$ cat src/rtl/fwd_lkp_arb.sv
// Multi-port forwarding lookup table: one synchronous RAM read port shared by a host bus
// and NPORT round-robin arbitrated lookup clients, with self-initialisation and write bypass.
module fwd_lkp_arb #(
  parameter int unsigned               ASIZE       = 8,
  parameter int unsigned               CHANNEL_NUM = 4,
  parameter int unsigned               NPORT       = 2,
  parameter logic [12+CHANNEL_NUM-1:0] INIT_VAL    = '0
) (
  input  logic                     clk,
  input  logic                     rst,
  input  logic                     BusMode,
  input  logic [11:0]              Addr,
  input  logic                     Sel,
  input  logic                     Rd_DS,
  input  logic                     Wr_RW,
  input  logic [12+CHANNEL_NUM-1:0] DataIn,
  output logic [12+CHANNEL_NUM-1:0] DataOut,
  output logic                     Rdy_Dtack,
  output logic                     init_done,
  input  logic [NPORT-1:0]         fwd_req,
  input  logic [NPORT*ASIZE-1:0]   fwd_addr,
  output logic [NPORT-1:0]         fwd_gnt,
  output logic [NPORT-1:0]         fwd_vld,
  output logic [12+CHANNEL_NUM-1:0] fwd_data
);

  localparam int unsigned DW    = 12 + CHANNEL_NUM;
  localparam int unsigned DEPTH = 1 << ASIZE;
  localparam int unsigned PW    = (NPORT > 1) ? $clog2(NPORT) : 1;

  typedef enum logic [2:0] {StIdle, StWr, StRd1, StRd2, StDone} host_st_e;

  host_st_e          state_q, state_d;
  logic              op_rd_q, op_rd_d;
  logic              wr_pat, rd_pat, host_wr, host_rd;
  logic [ASIZE-1:0]  init_cnt_q;
  logic              init_done_q;
  logic [PW-1:0]     ptr_q, gnt_idx;
  logic              gnt_any;
  logic [ASIZE-1:0]  gnt_addr;
  logic [DW-1:0]     mem [DEPTH];
  logic              we;
  logic [ASIZE-1:0]  wa, ra;
  logic [DW-1:0]     wd, ram_q;
  logic              s1_host_q;
  logic [NPORT-1:0]  s1_gnt_q, fwd_vld_q;
  logic [DW-1:0]     data_out_q, fwd_data_q;

  assign wr_pat = BusMode & ({Sel, Rd_DS, Wr_RW} == 3'b010);
  assign rd_pat = BusMode & ({Sel, Rd_DS, Wr_RW} == 3'b001);

  // Host bus FSM; an access is only detected from IDLE, so a held pattern never re-triggers.
  always_comb begin
    state_d   = state_q;
    op_rd_d   = op_rd_q;
    host_wr   = 1'b0;
    host_rd   = 1'b0;
    Rdy_Dtack = 1'b1;
    unique case (state_q)
      StIdle: begin
        if (init_done_q && !rst) begin
          if (wr_pat) begin
            host_wr = 1'b1;
            op_rd_d = 1'b0;
            state_d = StWr;
          end else if (rd_pat) begin
            host_rd = 1'b1;
            op_rd_d = 1'b1;
            state_d = StRd1;
          end
        end
      end
      StWr: begin
        Rdy_Dtack = 1'b0;
        state_d   = StDone;
      end
      StRd1: state_d = StRd2;
      StRd2: begin
        Rdy_Dtack = 1'b0;
        state_d   = StDone;
      end
      StDone: begin
        Rdy_Dtack = 1'b0;
        if (op_rd_q ? !rd_pat : !wr_pat) state_d = StIdle;
      end
      default: state_d = StIdle;
    endcase
  end

  always_ff @(posedge clk) begin
    if (rst) begin
      state_q <= StIdle;
      op_rd_q <= 1'b0;
    end else begin
      state_q <= state_d;
      op_rd_q <= op_rd_d;
    end
  end

  always_ff @(posedge clk) begin
    if (rst) begin
      init_cnt_q  <= '0;
      init_done_q <= 1'b0;
    end else if (!init_done_q) begin
      init_cnt_q <= init_cnt_q + 1'b1;
      if (init_cnt_q == '1) init_done_q <= 1'b1;
    end
  end

  // Round-robin search starting at ptr_q; the host read port claim blocks all grants.
  always_comb begin
    int idx;
    idx     = 0;
    fwd_gnt = '0;
    gnt_idx = '0;
    gnt_any = 1'b0;
    if (init_done_q && !rst && !host_rd) begin
      for (int k = 0; k < int'(NPORT); k++) begin
        idx = int'(ptr_q) + k;
        if (idx >= int'(NPORT)) idx = idx - int'(NPORT);
        if (!gnt_any && fwd_req[PW'(idx)]) begin
          gnt_any             = 1'b1;
          gnt_idx             = PW'(idx);
          fwd_gnt[PW'(idx)]   = 1'b1;
        end
      end
    end
  end

  always_comb begin
    gnt_addr = '0;
    for (int i = 0; i < int'(NPORT); i++) begin
      if (fwd_gnt[i]) gnt_addr = gnt_addr | fwd_addr[i*ASIZE +: ASIZE];
    end
  end

  always_ff @(posedge clk) begin
    if (rst) begin
      ptr_q <= '0;
    end else if (gnt_any) begin
      ptr_q <= (gnt_idx == PW'(NPORT - 1)) ? '0 : gnt_idx + 1'b1;
    end
  end

  assign we = (!init_done_q && !rst) || host_wr;
  assign wa = init_done_q ? Addr[ASIZE-1:0] : init_cnt_q;
  assign wd = init_done_q ? DataIn : INIT_VAL;
  assign ra = host_rd ? Addr[ASIZE-1:0] : gnt_addr;

  // Same-cycle write to the read address forwards the new data.
  always_ff @(posedge clk) begin
    if (we) mem[wa] <= wd;
    ram_q <= (we && (wa == ra)) ? wd : mem[ra];
  end

  always_ff @(posedge clk) begin
    if (rst) begin
      s1_host_q  <= 1'b0;
      s1_gnt_q   <= '0;
      fwd_vld_q  <= '0;
      data_out_q <= '0;
      fwd_data_q <= '0;
    end else begin
      s1_host_q <= host_rd;
      s1_gnt_q  <= fwd_gnt;
      fwd_vld_q <= s1_gnt_q;
      if (s1_host_q) data_out_q <= ram_q;
      if (|s1_gnt_q) fwd_data_q <= ram_q;
    end
  end

  assign DataOut   = data_out_q;
  assign fwd_vld   = fwd_vld_q;
  assign fwd_data  = fwd_data_q;
  assign init_done = init_done_q;

  if (ASIZE < 12) begin : g_addr_hi
    logic unused_addr_hi;
    assign unused_addr_hi = ^Addr[11:ASIZE];
  end

endmodule

$ cat config.mk
export PLATFORM = sky130hd
export DESIGN_NAME = fwd_lkp_arb
export DESIGN_NICKNAME = d
export VERILOG_FILES = /design/src/rtl/fwd_lkp_arb.sv
export SDC_FILE = /design/constraint.sdc
export NUM_CORES = 2
export LEC_CHECK = 0
export BUFFER_PORTS_ARGS = -buffer_cell sky130_fd_sc_hd__buf_2
export CAP_MARGIN = 10
export CORE_ASPECT_RATIO = 0.5
export CORE_MARGIN = 2
export CORE_UTILIZATION = 45
export CTS_CLUSTER_SIZE = 28
export DETAILED_ROUTE_END_ITERATION = 10
export RECOVER_POWER = 25
export SYNTH_ARGS = -nofsm -noshare
export SYNTH_HDL_FRONTEND = slang
export SYNTH_SLANG_ARGS = --single-unit
$ cat constraint.sdc
create_clock -name clk -period 8.8 [get_ports clk]
set_input_delay 0.88 -clock clk [delete_from_list [all_inputs] [get_ports clk]]
set_output_delay 0.88 -clock clk [all_outputs]
set_load 0.02 [all_outputs]
==> metrics.csv <==
stage,metric,value,unit
run_status,outcome,"complete, but fails checks",
run_status,violations,"capacitance limit, slew limit",
cells_and_area,fin_nets,7873,
synth,postSynthCellCount,7377,
floorplan,start_util,0.451,
synth,yosys.area.top_type,edfxtp_1,
cells_and_area,fillCellCount,28200,
power,p_switching,7.36,mW
power,pwr_density_cell,210,nW/um^2
setup_path,slowest_delay,1.80,ns
clock_tree,ctsLongestPathBuffers,4,
placed_design,gp_congestion,0.829,
route,totalWireLength,445,mm
floorplan,ios,90,
setup_path,path_buf_inv,4,
global_routing,grt_max_degree,205,
power,p_leak,61.4,nW
synth,synth_cell_types,87,
global_routing,antenna_found_initial,30,
route,vias,79500,
min_path,worstHoldStart,fwd_addr[4],
clock_tree,postCtsSetupBuffers,0,
global_routing,overflow,0,
synth,synth_top_area_frac,0.765,
timing,setup_viol,0,
route,drcViolationCount,0,
cells_and_area,multi_input_area,34000,um^2
timing,finalSetupTns,0,ns
setup_path,r2r-end,mem[110][6]$_DFFE_PP_,
power,ir_drop,0.168,mV
cells_and_area,area_growth,11.6,%
timing,min_period,7.13,ns
clock_tree,clock_latency,0.96,ns
timing,min_period_over_period,0.810,
setup_path,startpoint_type,flip-flop,
placed_design,dp_hpwl,264,mm
setup_path,cp.arrival,7.58,ns
setup_path,cp_max_fo,30,
synth,synth_edf_count,4096,
setup_path,endpoint_kind,flip-flop,
synth,ys_top_cells_by_count,"edfxtp_1, mux4_2, nor2_1",
timing,worst_slew_pin_slew,4.03,ns
clock_tree,cts_hold_buf,0,
synth,yosysWarnings,0,
route,wl_per_cell,34.4,um
synth,ys_seq_elements,4153,
global_routing,grt_pass1_vias,77400,
cells_and_area,stdcell_area,180000,um^2
setup_path,r2r_start,init_done$_SDFF_PP0_,
synth,synth_flop_cell,edfxtp_1,
power,p_int,30.3,mW
setup_path,rrSetupSlack,1.67,ns
floorplan,die_h,427,um
synth,ys_seq_area_frac,0.772,
power,power_frac_seq,0.567,
floorplan,core,356000,um^2
global_routing,grt_pass1_wl,617,mm
synth,syn_avg_cell_area,21.8,um^2
clock_tree,clkTransAtPathRegs,0.07,ns
cells_and_area,drive_gt1_frac,0.256,
run,maxCapViolCount,16,
synth,syn_area,161000,um^2
cells_and_area,register_area,124000,um^2
synth,netlist_top_cells_area,"edfxtp_1, mux4_2, mux2i_1",
setup_path,path_common_cell,clkbuf_1,
setup_path,criticalPathCategory,flip-flop to flip-flop,
clock_tree,cts_max_level,5,
route,drtAntennaViolNets,0,
setup_path,required,9.25,ns
route,vias_per_cell,6.16,
clock_tree,cts-buffers-inserted,375,
timing,fin_skew,0.0580,ns
synth,async_reset_ff_frac,0,
setup_path,cp_top_family,buffers and inverters,
setup_path,rr_worst_depth,7,
synth,synth_most_common_cell,edfxtp_1,
cells_and_area,final_cells,12900,
route,drtIter0Drc,10800,
timing,relSlewSlack,-1.69,
timing,fmax,140,MHz
timing,slew_viol_final,892,
placed_design,dp.cells,12200,
timing,finalHoldWorstSlack,0.148,ns
placed_design,placed_cell_area,168000,um^2
route,drt-pass1-iter-count,7,
power,pwr-share-comb,0.004,
floorplan,row_count,155,
clock_tree,cts_resized,0,
clock_tree,cts_root_buf,clkbuf_16,
floorplan,die_w,849,um
setup_path,path_cells,clkbuf_1 > a21oi_1 > clkbuf_1 > nand3_2 > clkbuf_1 > nor2_2 > clkbuf_1,
power,power_frac_clock,0.428,
placed_design,portBuffers,74,
floorplan,die-area,362000,um^2
clock_tree,clock_sinks,4153,
timing,rsz0062_at_grt,no,
min_path,worstHoldPathType,input pin to flip-flop,
global_routing,grt_util_all_layers,0.241,
timing,hold_viol,0,
power,switching_share,0.195,
min_path,hold_depth,2,
clock_tree,tritoncts,yes,
setup_path,slowest_stage,clkbuf_1,
layout by cell type (no fill, tap or decap), types with 50 or more instances in the layout:
master and n:
buf_4 348, clkinv_2 51, nand2b_1 56, o22ai_1 101
mux4_2 904, nor2_2 116, o21ai_0 55, nand3_1 50
nand2_1 189, clkbuf_1 160, mux2_2 56, a21oi_1 92
a22oi_1 123, clkinv_1 90, edfxtp_1 4096, nor2_1 223
dfxtp_1 50, mux2i_1 272, clkbuf_16 383
worst register-to-register path, cell delays in order, from the launching register on:
cell      delay (ns)
dfxtp_1         1.06
clkbuf_1        1.32
a21oi_1         0.52
clkbuf_1        0.85
nand3_2         0.24
clkbuf_1        1.80
nor2_2          0.12
clkbuf_1        0.68
per-layer routing:
metal,up-vias,GRT usage,wire (um)
li1,32100,-,-
met3,696,0.0493,41700
met5,-,0,119
met1,42800,0.353,185000
met2,3885,0.367,202000
met4,18,0.0802,16300
power by group through the flow:
| stage | clock network (mW) | registers [mW] | logic, mW |
|---|---|---|---|
| 2_1_floorplan | 0 | 21.8 | 0.0557 |
| 3_3_place_gp | 0 | 21.8 | 0.158 |
| 3_5_place_dp | 0 | 21.8 | 0.158 |
| 4_1_cts | 16.4 | 21.4 | 0.159 |
| 5_1_grt | 17.1 | 21.4 | 0.161 |
| 6_report | 16.2 | 21.4 | 0.160 |
per-stage QoR:
stage                     setup slack (ns)   util  power [mW]
final                                 1.67  0.504        37.7
after global routing                  1.76  0.504        38.7
after CTS                             3.53  0.505        37.9
after detailed placement              3.52  0.472        22.0
after global placement                3.56  0.472        22.0
after floorplan                       3.29      -        21.9
kinds of logic (layout without fill, tap and decap cells):
| family | after synthesis | after routing | share of synthesized area |
|---|---|---|---|
| AND/OR/NAND/NOR | 795 | 795 | 0.0224 |
| other | 1 | 12 | 0.0000233 |
| multiplexers | 1265 | 1265 | 0.153 |
| buffers and inverters | 436 | 1171 | 0.0196 |
| adder cells (fa/ha/maj) | 1 | 1 | 0.0000778 |
| flip-flops | 4153 | 4153 | 0.772 |
| XOR/XNOR | 5 | 5 | 0.000272 |
| AO/OA/AOI/OAI | 721 | 721 | 0.0330 |
state kept, by name, indices dropped and copies added, names as in the netlist, named ones only:
| name | cells |
|---|---|
| state_q | 3 |
| ptr_q | 1 |
| fwd_data | 16 |
| op_rd_q | 1 |
| mem | 4096 |
| s1_host_q | 1 |
| init_done | 1 |
| s1_gnt_q | 1 |
| init_cnt_q | 8 |
| fwd_vld | 1 |
| DataOut | 16 |
worst max path at each step:
stage	end	startpoint	cells past startpoint
6_report	mem[110][6]$_DFFE_PP_	init_done$_SDFF_PP0_	7
5_1_grt	mem[110][6]$_DFFE_PP_	init_done$_SDFF_PP0_	7
4_1_cts	fwd_data[5]$_SDFFE_PP0P_	flip-flop	9
3_5_place_dp	fwd_data[5]$_SDFFE_PP0P_	flip-flop	9
3_3_place_gp	fwd_data[5]$_SDFFE_PP0P_	flip-flop	9
2_1_floorplan	mem[0][0]$_DFFE_PP_	init_done$_SDFF_PP0_	4
layout make-up:
cell class	count	share of cell area
Antenna cell	10	0.000139
Clock buffer	472	0.0554
Clock inverter	198	0.0101
Inverter	14	0.000341
Multi-Input combinational cell	2789	0.189
Sequential cell	4153	0.692
Tap cell	4788	0.0334
Timing Repair Buffer	487	0.0200
(Power assumes the default switching activity.)
